**config.mk**
```make
export PLATFORM = sky130hd
export DESIGN_NAME = seven_seg_display_driver
export DESIGN_NICKNAME = d
export VERILOG_FILES = /design/src/rtl/seven_seg_display_driver.sv
export SDC_FILE = /design/constraint.sdc
export NUM_CORES = 1
export LEC_CHECK = 0
export ABC_AREA = 0
export CAP_MARGIN = 30
export CORE_MARGIN = 4
export CORE_UTILIZATION = 60
export CTS_CLUSTER_DIAMETER = 30
export DETAILED_ROUTE_END_ITERATION = 8
export GPL_TIMING_DRIVEN = 0
export PLACE_DENSITY = 0.83
export SYNTH_ARGS = -nofsm -noshare
export SYNTH_HDL_FRONTEND = slang
export SYNTH_SLANG_ARGS = --single-unit
```
**constraint.sdc**
```tcl
create_clock -name clk -period 5.2 [get_ports clk]
set_input_delay 0.52 -clock clk [delete_from_list [all_inputs] [get_ports clk]]
set_output_delay 0.52 -clock clk [all_outputs]
set_load 0.005 [all_outputs]
```
**src/rtl/seven_seg_display_driver.sv**
```systemverilog
// Four-digit shift buffer of hex key codes driving a multiplexed common-anode seven-segment display.
// an/seg/count/full are registered; a buffer update reaches seg one edge after it reaches count.
module seven_seg_display_driver #(
  parameter int REFRESH_DIV = 100000
) (
  input  logic       clk,
  input  logic       rst_n,
  input  logic [3:0] digit_in,
  input  logic       digit_valid,
  input  logic       clear,
  output logic [3:0] an,
  output logic [6:0] seg,
  output logic       dp,
  output logic [2:0] count,
  output logic       full
);

  localparam int RW = $clog2(REFRESH_DIV);

  logic [3:0][3:0] d_q, d_d;
  logic [2:0]      count_q, count_d;
  logic            full_q, full_d;
  logic [RW-1:0]   rcnt_q, rcnt_d;
  logic [1:0]      idx_q, idx_d;
  logic [3:0]      an_q, an_d;
  logic [6:0]      seg_q, seg_d;

  function automatic logic [6:0] encode(input logic [3:0] code);
    logic [6:0] s;
    case (code)
      4'h0: s = 7'b1000000;
      4'h1: s = 7'b1111001;
      4'h2: s = 7'b0100100;
      4'h3: s = 7'b0110000;
      4'h4: s = 7'b0011001;
      4'h5: s = 7'b0010010;
      4'h6: s = 7'b0000010;
      4'h7: s = 7'b1111000;
      4'h8: s = 7'b0000000;
      4'h9: s = 7'b0010000;
      4'hA: s = 7'b0001000;
      4'hB: s = 7'b0000011;
      4'hC: s = 7'b1000110;
      4'hD: s = 7'b0100001;
      4'hE: s = 7'b0000110;
      default: s = 7'b0001110;
    endcase
    return s;
  endfunction

  always_comb begin
    d_d     = d_q;
    count_d = count_q;
    // clear takes priority and swallows a coincident strobe
    if (clear) begin
      count_d = 3'd0;
    end else if (digit_valid) begin
      d_d = {d_q[2], d_q[1], d_q[0], digit_in};
      if (count_q != 3'd4) count_d = count_q + 3'd1;
    end
    full_d = (count_d == 3'd4);
  end

  always_comb begin
    rcnt_d = rcnt_q + RW'(1);
    idx_d  = idx_q;
    if (rcnt_q == RW'(REFRESH_DIV - 1)) begin
      rcnt_d = '0;
      idx_d  = idx_q + 2'd1;
    end
  end

  // an and seg both derive from the same idx_q so they switch together
  always_comb begin
    an_d  = ~(4'b0001 << idx_q);
    seg_d = 7'b1111111;
    if ({1'b0, idx_q} < count_q) seg_d = encode(d_q[idx_q]);
  end

  always_ff @(posedge clk or negedge rst_n) begin
    if (!rst_n) begin
      d_q     <= '0;
      count_q <= 3'd0;
      full_q  <= 1'b0;
      rcnt_q  <= '0;
      idx_q   <= 2'd0;
      an_q    <= 4'b1111;
      seg_q   <= 7'b1111111;
    end else begin
      d_q     <= d_d;
      count_q <= count_d;
      full_q  <= full_d;
      rcnt_q  <= rcnt_d;
      idx_q   <= idx_d;
      an_q    <= an_d;
      seg_q   <= seg_d;
    end
  end

  assign an    = an_q;
  assign seg   = seg_q;
  assign dp    = 1'b1;
  assign count = count_q;
  assign full  = full_q;

endmodule

```
==> impl_metrics.py, run 1 <==
metrics = {
    "run_status": {
        "status": "finished clean",
    },
    "logic_synthesis": {
        "ys_ff_latch": 50,
        "synth.most_common_cell": "dfrtp_1",
        "synth-edff-count": 0,
        "async_flop_share": 1.00,
        "mappedNetlistNets": 219,
        "postSynthAreaPerCell_sq_um": 12.3,
        "synthTopCellsByArea": "dfrtp_1 (40%), dfstp_2 (12%), mux2_2 (7.9%)",
        "synth_top_cell_by_area": "dfrtp_1",
        "yosys.area.top_type_share": 0.402,
        "yosysWarningCount": 0,
        "syn_inst": 197,
        "synthFlopType": "dfrtp_1",
        "synthTopCellsByCount": "dfrtp_1 (39), mux2_2 (17), ha_1 (14)",
        "yosysSeqAreaShare": 0.522,
        "ys_types": 40,
        "syn_area_sq_um": 2420,
    },
    "floorplanning": {
        "initial_core_util": 0.643,
        "die_w_um": 71.6,
        "die-area_sq_um": 5120,
        "rows": 22,
        "die_y_um": 71.6,
        "core_area_sq_um": 3770,
        "ios": 24,
    },
    "clock_network": {
        "cts.clk_slew.worst_paths_ps": 80,
        "cts_made_buffers": 5,
        "clkLatencyLatePin_ps": 300,
        "cts_max_path_buffers": 2,
        "htree_num_levels": 2,
        "cts_resized": 0,
        "cts_tree": "yes",
        "cts_hold_buffers": 0,
        "tritoncts_num_sinks": 50,
        "cts_setup_buffers": 0,
        "clockRootBuffer": "clkbuf_8",
    },
    "sta": {
        "setup_viol": 0,
        "clock_skew_ps": 3.83,
        "finalHoldViolations": 0,
        "fmax_ghz": 0.463,
        "period_minus_slack_ps": 2160,
        "min_period_over_period": 0.415,
        "grt_setup_unrepaired": "false",
        "drv_slew": 0,
        "setup_slack_ps": 3040,
        "tns_ps": 0,
    },
    "setup_path": {
        "cp-startpoint": "idx_q[0]",
        "cp_max_fo": 6,
        "crit_arrival_ps": 2380,
        "critical_path_required_ps": 5420,
        "r2r_setup_slack_ps": 3040,
        "critPathLaunchType": "flop",
        "endpoint_kind": "flop",
        "worstRegToRegCells": 6,
        "regToRegStartpoint": "idx_q[0]",
        "crit_path_end": "seg[0]",
        "worstSetupPathType": "reg -> reg",
        "reg2reg_to": "seg[0]",
    },
    "global_route": {
        "grt_pass1_wl_um": 7450,
        "antenna_found_initial": 0,
        "overflow": 0,
        "grt.total_usage": 0.187,
        "grt_max_degree": 41,
        "grt_pass1_vias": 1611,
    },
    "route": {
        "drt_pass1_iterations": 4,
        "via_per_inst": 5.74,
        "wl_um": 4210,
        "drtIter0Drc": 82,
        "vias": 1584,
        "wl_per_cell_um": 15.2,
        "ant_nets": 0,
        "drc": 0,
    },
    "placed_design": {
        "place_ws_ps": 2930,
        "gp_congestion": 0.907,
        "numPortBuffers": 22,
        "hpwl_um": 3150,
    },
    "cells_and_area": {
        "n_antenna_cell": 0,
        "drive_gt1_frac": 0.211,
        "layout.nets": 249,
        "area_delta_synth_final_pct": 15.9,
    },
    "flow_run": {
        "drv_cap": 0,
    },
    "power_and_ir_drop": {
        "ir_drop_mv": 0.189,
        "power_per_cell_area_nw_per_um2": 304,
        "p_leak_nw": 1.24,
    },
    "hold_path": {
        "hold_class": "in -> async",
    },
}
-- report_power, final --
group          switching, mW  total, mW  internal [mW]
registers             0.0252      0.469          0.444
clock network          0.118      0.226          0.107
logic                 0.0696      0.160         0.0905
total                  0.213      0.855          0.642
-- worst min path at each step --
stage	end	depth (start not counted)
5_1_grt	idx_q[1]	1
4_1_cts	idx_q[1]	1
3_3_place_gp	rcnt_q[0]	1
6_report	idx_q[1]	1
3_5_place_dp	rcnt_q[14]	1
2_1_floorplan	count[0]	0
-- critical path, cell delays in order (launching register included) --
cell and delay, ps:
dfrtp_1 400, buf_6 150, mux4_1 680, inv_1 180
ha_1 290, and3b_1 210, o21ai_1 160
-- logic make-up (layout without fill, tap and decap cells) --
group | count (synthesis) | in the layout | share of synthesized area
DFF | 50 | 50 | 0.522
other | 1 | 1 | 0.00155
AOI/OAI and AO/OA | 18 | 18 | 0.0500
muxes | 24 | 24 | 0.132
adders and majority gates | 14 | 14 | 0.0722
xor gates and xnor gates | 16 | 16 | 0.0578
and+or+nand+nor | 55 | 55 | 0.126
buffers and inverters | 19 | 50 | 0.0387
-- area by class of cell --
class                   instances  area, sq um
plain buffers                   7         48.8
clock buffers                   7         86.3
clock inverters                 1         5.00
fillers                       237          960
inverters                      12         45.0
multi-input cells             128         1070
flip-flops and latches         50         1260
well taps                      48         60.1
repair buffers                 23          235
-- sequential cells by signal, summed over array words and instances (netlist names) --
| signal | cells |
|---|---|
| count | 3 |
| seg | 7 |
| idx_q | 2 |
| d_q | 16 |
| an | 4 |
| rcnt_q | 17 |
| full | 1 |
-- per-stage QoR --
step / std cells / power (mW) / utilization / cell area [sq um] / hold slack, ps
finish: 276 / 0.855 / 0.746 / 2810 / 86.6
global route: 276 / 0.906 / 0.746 / 2810 / 90.0
CTS: 276 / 0.864 / 0.746 / 2810 / 89.1
detailed placement: 268 / 0.636 / 0.721 / 2720 / 417
global placement: 267 / 0.621 / 0.717 / 2710 / 467
floorplan: 197 / 0.568 / - / 2420 / 224
-- per-layer routing --
layer	share of wire	GRT usage	vias up
met1	0.41	0.230	786
met2	0.52	0.311	44
met3	0.049	0.0505	8
li1	-	-	746
met5	0	0	-
met4	0.019	0.0814	0
-- layout by cell type (no fill, tap or decap), drive strengths merged, types with 4 or more instances in the layout --
master,Yosys,final
a21oi,4,4
buf,6,8
clkbuf,1,8
clkdlybuf4s50,0,21
dfrtp,39,39
dfstp,11,11
ha,14,14
inv,12,12
mux2,17,17
mux4,4,4
nand2,7,7
nand3,7,7
nand4,5,5
nor2,13,13
nor3,4,4
o221ai,4,4
xnor2,11,11
xor2,5,5
No activity file was read; power rests on OpenSTA's default activity.
==> inputs of run 2 (changes only) <==
- CORE_UTILIZATION: 60 -> 51
- PLACE_DENSITY: 0.83 -> 0.75
- clock period: 5.2 -> 1.75 ns (I/O delays scaled with it)
==> run 2 against run 1 <==
Compared with the run above:
- the flow now finishes with violations (setup timing)
- critical path depth is the same
- global-route usage shrank 3.7 points
- flip-flop and latch count did not move
- clock power rose to 3.0 times the previous value
- non-clock buffer count increased by 8
- register-to-register slack worse by 3200 ps
- maximum frequency increased by 15%
- design area grew 5.5%
- worst setup slack worse by 3200 ps
- combinational power increased to 3.3 times the previous value
- first-iteration DRC count is 44% lower
- hold slack better by 210 ps
==> impl_metrics.py, run 2 (same netlist as run 1, synthesis figures left out) <==
metrics = {
    "run_status": {
        "status": "finished with violations",
        "violations": "setup timing",
    },
    "cells_and_area": {
        "area_delta_synth_final_pct": 22.3,
        "final_cell_mix": "dfrtp_1 (39), clkdlybuf4s50_1 (21), mux2_2 (17)",
        "layout.nets": 257,
        "fin_util": 0.663,
        "largest_register": "rcnt_q",
        "drive_gt1_frac": 0.297,
        "n_antenna_cell": 0,
        "mostFrequentLayoutCell": "dfrtp_1",
        "largest_reg_flops": 17,
    },
    "sta": {
        "fmax_ghz": 0.533,
        "finalHoldViolations": 0,
        "setup_viol": 6,
        "period_minus_slack_ps": 1880,
        "setup_slack_ps": -128,
        "min_period_over_period": 1.07,
        "tns_ps": -489,
        "holdWs_ps": 300,
        "clock_skew_ps": 9.03,
        "grt_setup_unrepaired": "true",
        "drv_slew": 0,
    },
    "power_and_ir_drop": {
        "ir_drop_mv": 0.610,
        "power_per_cell_area_nw_per_um2": 878,
        "p_leak_nw": 1.27,
    },
    "placed_design": {
        "numPortBuffers": 22,
        "place_ws_ps": -189,
        "gp_congestion": 0.796,
        "hpwl_um": 2740,
    },
    "clock_network": {
        "clockRootBuffer": "clkbuf_8",
        "clkLatencyLatePin_ps": 290,
        "tritoncts_num_sinks": 50,
        "htree_num_levels": 2,
        "cts.clk_slew.worst_paths_ps": 90,
        "cts_tree": "yes",
        "cts_max_path_buffers": 2,
        "cts_made_buffers": 5,
    },
    "route": {
        "drt_pass1_iterations": 4,
        "drc": 0,
        "via_per_inst": 5.34,
        "ant_nets": 0,
        "wl_per_cell_um": 14.4,
        "wl_um": 4150,
        "drtIter0Drc": 46,
        "vias": 1538,
    },
    "setup_path": {
        "critPathLaunchType": "flop",
        "worstSetupPathType": "reg -> reg",
        "critical_path_required_ps": 1950,
        "endpoint_kind": "flop",
        "crit_arrival_ps": 2080,
        "r2r_setup_slack_ps": -130,
        "cp_max_fo": 5,
    },
    "flow_run": {
        "drv_cap": 0,
    },
    "floorplanning": {
        "die-area_sq_um": 5920,
        "core_area_sq_um": 4470,
        "initial_core_util": 0.542,
        "die_w_um": 77.0,
        "die_y_um": 77.0,
        "ios": 24,
        "rows": 24,
    },
    "global_route": {
        "grt_pass1_wl_um": 7220,
        "grt_pass1_vias": 1545,
        "antenna_found_initial": 0,
        "grt_max_degree": 38,
        "overflow": 0,
        "grt.total_usage": 0.151,
    },
    "hold_path": {
        "hold_class": "in -> async",
    },
}
run 2: changes by cell type in the layout (fill, tap and decap cells not counted), moves of 2 or more:
cell / previous run / this run
buf_2: 4 / 2
buf_4: 1 / 8
ha_4: 0 / 4
mux4_2: 2 / 4
mux4_1: 2 / 0
inv_1: 12 / 10
ha_1: 14 / 9
run 2: area by class of cell:
type | count | area, sq um
Sequential cell | 50 | 1260
Clock buffer | 7 | 86.3
Inverter | 12 | 47.5
Tap cell | 52 | 65.1
Buffer | 7 | 53.8
Multi-Input combinational cell | 128 | 1140
Clock inverter | 1 | 5.00
Timing Repair Buffer | 31 | 302
Fill cell | 338 | 1510
run 2: final timing paths:
kind                       depth (start not counted)       end         from
min in group clk                                   2    d_q[0]  digit_in[0]
setup / recovery                                   6    seg[5]     idx_q[0]
hold / removal                                     2  count[0]        rst_n
hold reg to reg                                    1   d_q[13]      d_q[13]
setup reg to reg                                   6    seg[5]     idx_q[0]
max in group asynchronous                          3     an[0]        rst_n
run 2: report_power, final:
| group | total, mW | leakage, nW | switching (mW) | internal, mW |
|---|---|---|---|---|
| registers | 1.40 | 0.611 | 0.0834 | 1.32 |
| clock network | 0.670 | 0.0482 | 0.351 | 0.319 |
| logic | 0.529 | 0.615 | 0.223 | 0.306 |
run 2: stage by stage:
step	cell area, sq um	power (mW)	cells
after floorplan	2420	1.69	197
after global placement	2710	1.86	271
after detailed placement	2720	1.88	272
after CTS	2870	2.58	285
after global routing	2970	2.74	288
final	2970	2.60	288
run 2: routing by layer:
metal  vias up  share of wire  routed length, um  global-route usage
met5         -              0                  0                   0
met4         0          0.013                 54              0.0562
met3         4          0.034                140              0.0316
met2        26           0.49               2040               0.246
met1       751           0.46               1910               0.197
li1        757              -                  -                   -
run 2: timing repair:
item,CTS,global route
endpoints found under the setup margin,18,18
resized for setup,4,13
buffers inserted,4,3
hold buffers,1,0
pin swaps,0,4
endpoints found under the hold margin,4,0
run 2: worst max-delay path: stages (launching register included):
cell and delay, ps:
dfrtp_1 370, buf_6 130, mux4_2 610, ha_4 210, and2b_2 210, a21oi_2 140
o221ai_2 120
